**config.mk**
```make
export PLATFORM = sky130hd
export DESIGN_NAME = seg_scan_sched
export DESIGN_NICKNAME = d
export VERILOG_FILES = /design/src/rtl/seg_pkg.sv /design/src/rtl/seg_decode.sv /design/src/rtl/seg_scan_sched.sv
export SDC_FILE = /design/constraint.sdc
export NUM_CORES = 1
export LEC_CHECK = 0
export BUFFER_PORTS_ARGS = -buffer_cell sky130_fd_sc_hd__buf_2
export CORE_UTILIZATION = 50
export CTS_CLUSTER_DIAMETER = 30
export DETAILED_ROUTE_END_ITERATION = 6
export MAX_ROUTING_LAYER = met4
export PLACE_DENSITY = 0.69
export SETUP_SLACK_MARGIN = 0.4
export SYNTH_ARGS = -nofsm -noshare
export SYNTH_HDL_FRONTEND = slang
export SYNTH_HIERARCHICAL = 1
export SYNTH_SLANG_ARGS = --single-unit
```
**constraint.sdc**
```tcl
create_clock -name clk -period 5.46 [get_ports clk]
set_clock_uncertainty 0.2 [all_clocks]
set_input_delay 0 -clock clk [delete_from_list [all_inputs] [get_ports clk]]
set_output_delay 0 -clock clk [all_outputs]
set_load 0.05 [all_outputs]
```
**src/rtl/seg_pkg.sv**
```systemverilog
// Shared constants and types for the 7-segment scan scheduler:
// segment table, idle patterns and handshake FSM states.
package seg_pkg;

    localparam int DIGIT_W = 3;

    localparam logic [7:0] SEG_BLANK = 8'hFF;
    localparam logic [7:0] SEL_NONE  = 8'hFF;

    // Active-low {dp,g,f,e,d,c,b,a}; entry 0 is the rightmost element.
    localparam logic [15:0][7:0] SEG_TABLE = {
        8'h8E, 8'h86, 8'hA1, 8'hC6, 8'h83, 8'h88, 8'h90, 8'h80,
        8'hF8, 8'h82, 8'h92, 8'h99, 8'hB0, 8'hA4, 8'hF9, 8'hC0
    };

    typedef enum logic {
        IDLE = 1'b0,
        PEND = 1'b1
    } state_t;

endpackage

```
**src/rtl/seg_decode.sv**
```systemverilog
// Combinational {dp,hex} to active-low segment pattern.
module seg_decode
    import seg_pkg::*;
(
    input  logic [4:0] i_data,
    output logic [7:0] o_seg
);

    logic [7:0] w_raw;

    assign w_raw = SEG_TABLE[i_data[3:0]];
    assign o_seg = {w_raw[7] & ~i_data[4], w_raw[6:0]};

endmodule

```
**src/rtl/seg_scan_sched.sv**
```systemverilog
// Scan scheduler: steps one digit per slot, applies PWM blanking and hands
// {sel,seg} words to the HC595 shifter over a valid/ready handshake.
module seg_scan_sched
    import seg_pkg::*;
#(
    parameter int SCAN_DIV = 50000,
    parameter int DIGITS   = 8
)
(
    input  logic              clk,
    input  logic              rst,
    input  logic              wr_en,
    input  logic [2:0]        wr_addr,
    input  logic [4:0]        wr_data,
    input  logic              commit,
    input  logic [2:0]        bright,
    input  logic              blank,
    output logic              sh_valid,
    input  logic              sh_ready,
    output logic [DIGITS-1:0] sh_sel,
    output logic [7:0]        sh_seg,
    output logic              commit_pend,
    output logic              frame_tick,
    output logic              overrun,
    output state_t            dbg_state
);

    localparam int CW    = $clog2(SCAN_DIV);
    localparam int SLOT8 = SCAN_DIV / 8;
    localparam logic [CW-1:0] CNT_LAST = CW'(SCAN_DIV - 1);

    // Handshake: a word moves on any cycle with sh_valid && sh_ready; the
    // word is held stable until then unless a newer load event replaces it.

    logic [CW-1:0]      r_cnt;
    logic [DIGIT_W-1:0] r_digit;
    logic               r_first;
    logic [2:0]         r_bright;
    state_t             r_state;
    logic [DIGITS-1:0]  r_sel;
    logic [7:0]         r_seg;
    logic               r_overrun;
    logic               r_frame_tick;
    logic               r_commit_pend;
    logic [4:0]         r_shadow [DIGITS];
    logic [4:0]         r_active [DIGITS];

    logic               w_boundary;
    logic               w_slot_start;
    logic               w_blank_pt;
    logic               w_event;
    logic [CW:0]        w_blank_cnt;
    logic [7:0]         w_dec_seg;
    logic [DIGITS-1:0]  w_new_sel;
    logic [7:0]         w_new_seg;

    seg_decode u_decode (
        .i_data (r_active[r_digit]),
        .o_seg  (w_dec_seg)
    );

    // r_first marks the frame boundary that follows reset release.
    assign w_boundary   = r_first || (r_cnt == CNT_LAST && r_digit == DIGIT_W'(DIGITS - 1));
    assign w_slot_start = (r_cnt == '0);
    assign w_blank_cnt  = (CW + 1)'((int'(r_bright) + 1) * SLOT8);
    assign w_blank_pt   = (r_bright != 3'd7) && ({1'b0, r_cnt} == w_blank_cnt);
    assign w_event      = w_slot_start || w_blank_pt;

    always_comb begin
        w_new_sel = SEL_NONE;
        w_new_seg = SEG_BLANK;
        if (w_slot_start && !blank) begin
            w_new_sel = ~(DIGITS'(1) << r_digit);
            w_new_seg = w_dec_seg;
        end
    end

    always_ff @(posedge clk or posedge rst) begin
        if (rst) begin
            r_cnt    <= '0;
            r_digit  <= '0;
            r_first  <= 1'b1;
            r_bright <= 3'd7;
        end else begin
            r_first <= 1'b0;
            if (w_slot_start) begin
                r_bright <= bright;
            end
            if (r_cnt == CNT_LAST) begin
                r_cnt   <= '0;
                r_digit <= r_digit + 1'b1;
            end else begin
                r_cnt <= r_cnt + 1'b1;
            end
        end
    end

    always_ff @(posedge clk or posedge rst) begin
        if (rst) begin
            r_state   <= IDLE;
            r_sel     <= SEL_NONE;
            r_seg     <= SEG_BLANK;
            r_overrun <= 1'b0;
        end else begin
            r_overrun <= 1'b0;
            if (w_event) begin
                r_sel   <= w_new_sel;
                r_seg   <= w_new_seg;
                r_state <= PEND;
                if (r_state == PEND && !sh_ready) begin
                    r_overrun <= 1'b1;
                end
            end else if (r_state == PEND && sh_ready) begin
                r_state <= IDLE;
            end
        end
    end

    // The copy reads the shadow as it was before this cycle's write.
    always_ff @(posedge clk or posedge rst) begin
        if (rst) begin
            for (int i = 0; i < DIGITS; i++) begin
                r_shadow[i] <= '0;
                r_active[i] <= '0;
            end
            r_commit_pend <= 1'b0;
            r_frame_tick  <= 1'b0;
        end else begin
            r_frame_tick <= w_boundary;
            if (wr_en) begin
                r_shadow[wr_addr] <= wr_data;
            end
            if (w_boundary && r_commit_pend) begin
                r_active      <= r_shadow;
                r_commit_pend <= commit;
            end else if (commit) begin
                r_commit_pend <= 1'b1;
            end
        end
    end

    assign sh_valid    = (r_state == PEND);
    assign sh_sel      = r_sel;
    assign sh_seg      = r_seg;
    assign overrun     = r_overrun;
    assign frame_tick  = r_frame_tick;
    assign commit_pend = r_commit_pend;
    assign dbg_state   = r_state;

endmodule

```
==> summary.txt <==
Layout
  – Share of layout cells above drive strength 1: 26.9%
  – Inserted Diodes: 0
  – Design Area, Final: 0.00741 mm2
  – Layout Nets: 627
  – Synth-to-Final Area Change: 17.9%

Clocking
  – Worst-skew pair later-pin latency: 410 ps
  – Clock transition at path regs: 60 ps
  – CTS sink cnt: 123
  – CTS buffer count: 17
  – Htree depth: 4
  – Clock buffer depth: 2
  – CTS tree: done
  – CTS root buffer: clkbuf_16

Setup path
  – Worst path top cell family by delay: simple AND/OR/NAND/NOR gates
  – Crit. End Element: register
  – Worst path bufs/invs: 3
  – Crit path required time: 5590 ps
  – Worst setup SP type: register
  – CP max FO: 5
  – Crit Path Category: reg2reg
  – CP max stage delay: 590 ps
  – Worst path slowest cell: dfstp_2
  – Worst path arrival time: 4910 ps
  – CP cell instances: clkinvlp_4, ha_4, ha_1, inv_1, fa_1, inv_1, ha_1, xor2_1, a2111oi_2, o21ai_1, or4_1, or4_4, or4_4, a22oi_1

Logic synthesis
  – Post-synth top cells: dfrtp_1 (103), mux2_2 (41), mux2_1 (40), nor2_1 (38)
  – Syn Area/Cell: 12.0 um2
  – Syn_nets: 574
  – Mapped cell area: 0.00628 mm2
  – Post-synth top area share: 41.0%
  – Seq/Total Area, Yosys: 49.4%
  – Ys async rst share: 100%
  – Most frequent cell after synthesis: dfrtp_1
  – Register bit total from synthesis: 123
  – Ys flop type: dfrtp_1
  – Synth Instances: 522
  – Post-synth EDFFs: 0
  – Synth top area cells: dfrtp_1 (41%), dfstp_2 (8.4%), mux2_2 (7.4%)
  – YS warnings: 6
  – Leading area contributor after synthesis: dfrtp_1
  – Unique masters post-synth: 55

Timing
  – RSZ-0062 raised after global routing: false
  – Minimum clock period: 4780 ps
  – # setup viols final: 0
  – Max_slew headroom: 34.5%
  – Max-slew violations: 0
  – Final setup TNS: 0 ps
  – Fmax: 0.209 GHz
  – Tcrit/Tclk final: 87.5%
  – Worst Tran Pin Value: 980 ps
  – Final Hold Violating Endpoints: 0
  – Fin worst setup slack: 681 ps

Global routing
  – Pin count of the biggest net entering global routing: 68
  – Vias in the first global route: 4134
  – First-pass GRT wire length: 21300 um
  – Initial antenna violation count: 0
  – Gr usage total: 22.2%
  – Grt total ovfl: 0

Power and ir drop
  – VDD IR max: 254 uV
  – PD cells: 382 mW/mm2
  – Pleak: 3.31 nW

Flow run
  – Max-Cap Viols: 0

Hold path
  – HP Class: in2async

Floorplan
  – Initial Utilization: 51.9%
  – Die area: 0.0130 mm2
  – # IOs: 38
  – Die X: 114 um
  – Core Region: 0.0121 mm2
  – # rows: 40
  – Die Y: 114 um

Drt
  – # DRC: 0
  – Vias per inst: 5.48
  – Drt wl/cell: 17.4 um
  – Routed Antenna Nets: 0
  – Iter 0 DRT Violations: 268
  – Initial DRT Pass Iterations: 4
  – Routed vias: 4138
  – Drt total wl: 13100 um

Status
  – Run status: complete, no violations

Place
  – Dpl ws: 351 ps
  – Post-Place Cell Area: 0.00657 mm2
  – Post-DP HPWL: 8800 um
  – Routability cong.: 0.863
  – Port Buffers: 37
## cell type report
cell class                 count  area [um2]
inverter                      23        92.6
clock inverter                14         195
multi-input combinational    352        3000
tap                          168         210
sequential                   123        3100
fill                         961        4700
clock buffer                  17         425
timing repair buffer          58         383
## cell families (layout without fill, tap and decap cells)
group / Yosys count / in the layout / synth area share (%)
fa+ha+maj: 35 / 35 / 7.09
compound gates: 53 / 53 / 5.64
mux: 98 / 98 / 19.5
other cells: 1 / 1 / 0.0597
flops: 123 / 123 / 49.4
simple gates: 132 / 134 / 10.4
xor+xnor: 31 / 31 / 4.32
buf+inv: 49 / 112 / 3.65
## timing repair
| action | in CTS | in global routing |
|---|---|---|
| endpoints found under the setup margin | 12 | 14 |
| hold buffers | 16 | 0 |
| resized for setup | 1 | 6 |
| cloned | 0 | 2 |
| pin swaps | 0 | 1 |
| endpoints found under the hold margin | 118 | 0 |
| buffers inserted | 0 | 2 |
## placed cells by master (no fill, tap or decap), drive strengths merged, types with 17 or more instances in the layout
cell type  synthesis  layout
dfrtp            103     103
mux2              81      81
buf               12      42
nor2              38      38
nand2             34      34
ha                34      34
inv               23      25
dfstp             20      20
clkbuf            14      17
a21oi             17      17
## path summary, 6_finish.rpt
check / depth (start not counted) / to / slack, ps / startpoint
min in group clk: 3 / commit_pend$_DFFE_PP0P_ / 110 / commit
min reg2reg: 1 / r_active[7]$_DFFE_PP0P_ / 280 / r_active[7]$_DFFE_PP0P_
max in group asynchronous: 4 / r_cnt[2]$_DFF_PP0_ / 3720 / rst
max reg2reg: 14 / sh_sel[4]$_DFFE_PP1P_ / 680 / r_bright[0]$_DFFE_PP1N_
max: 14 / sh_sel[4]$_DFFE_PP1P_ / 680 / r_bright[0]$_DFFE_PP1N_
min: 3 / r_shadow[20]$_DFFE_PP0P_ / 60 / rst
## where the power goes
part	internal [mW]	leakage, nW	switching (mW)	total, mW
logic	0.251	1.53	0.242	0.493
clock network	0.764	0.304	0.410	1.17
registers	1.08	1.47	0.0811	1.16
total	2.09	3.31	0.733	2.83
## flip-flops by register name (all words and copies together), names as in the netlist
register and cells:
frame_tick 1, r_digit 3, overrun 1, r_bright 3, r_active 40, r_cnt 16, sh_sel 8, r_first 1
dbg_state 1, sh_seg 8, commit_pend 1, r_shadow 40
## layer usage
metal | up-vias | global-route usage (%) | wire length, um
met5 | - | - | 0
met4 | 0 | 7.27 | 199
met3 | 16 | 4.98 | 526
met2 | 101 | 33.7 | 6280
met1 | 2065 | 29.6 | 6110
li1 | 1956 | - | -
## per-stage QoR
| stage | utilization [%] | hold slack [ps] | power (mW) | std cells |
|---|---|---|---|---|
| 2_1_floorplan | - | -117 | 1.53 | 522 |
| 3_3_place_gp | 54.2 | -40.0 | 1.62 | 704 |
| 3_5_place_dp | 54.2 | -28.2 | 1.65 | 704 |
| 4_1_cts | 60.7 | 82.4 | 2.85 | 751 |
| 5_1_grt | 61.2 | 118 | 2.96 | 755 |
| 6_report | 61.2 | 59.5 | 2.83 | 755 |
## worst reg2reg max path, delay by kind of cell, from the launching register on
family / cells / cell delay (ps)
compound gates: 3 / 640
buf+inv: 3 / 250
xor+xnor: 1 / 150
flops: 1 / 590
simple gates: 3 / 1610
fa+ha+maj: 4 / 1270
Power figures use the tool's default switching activity.
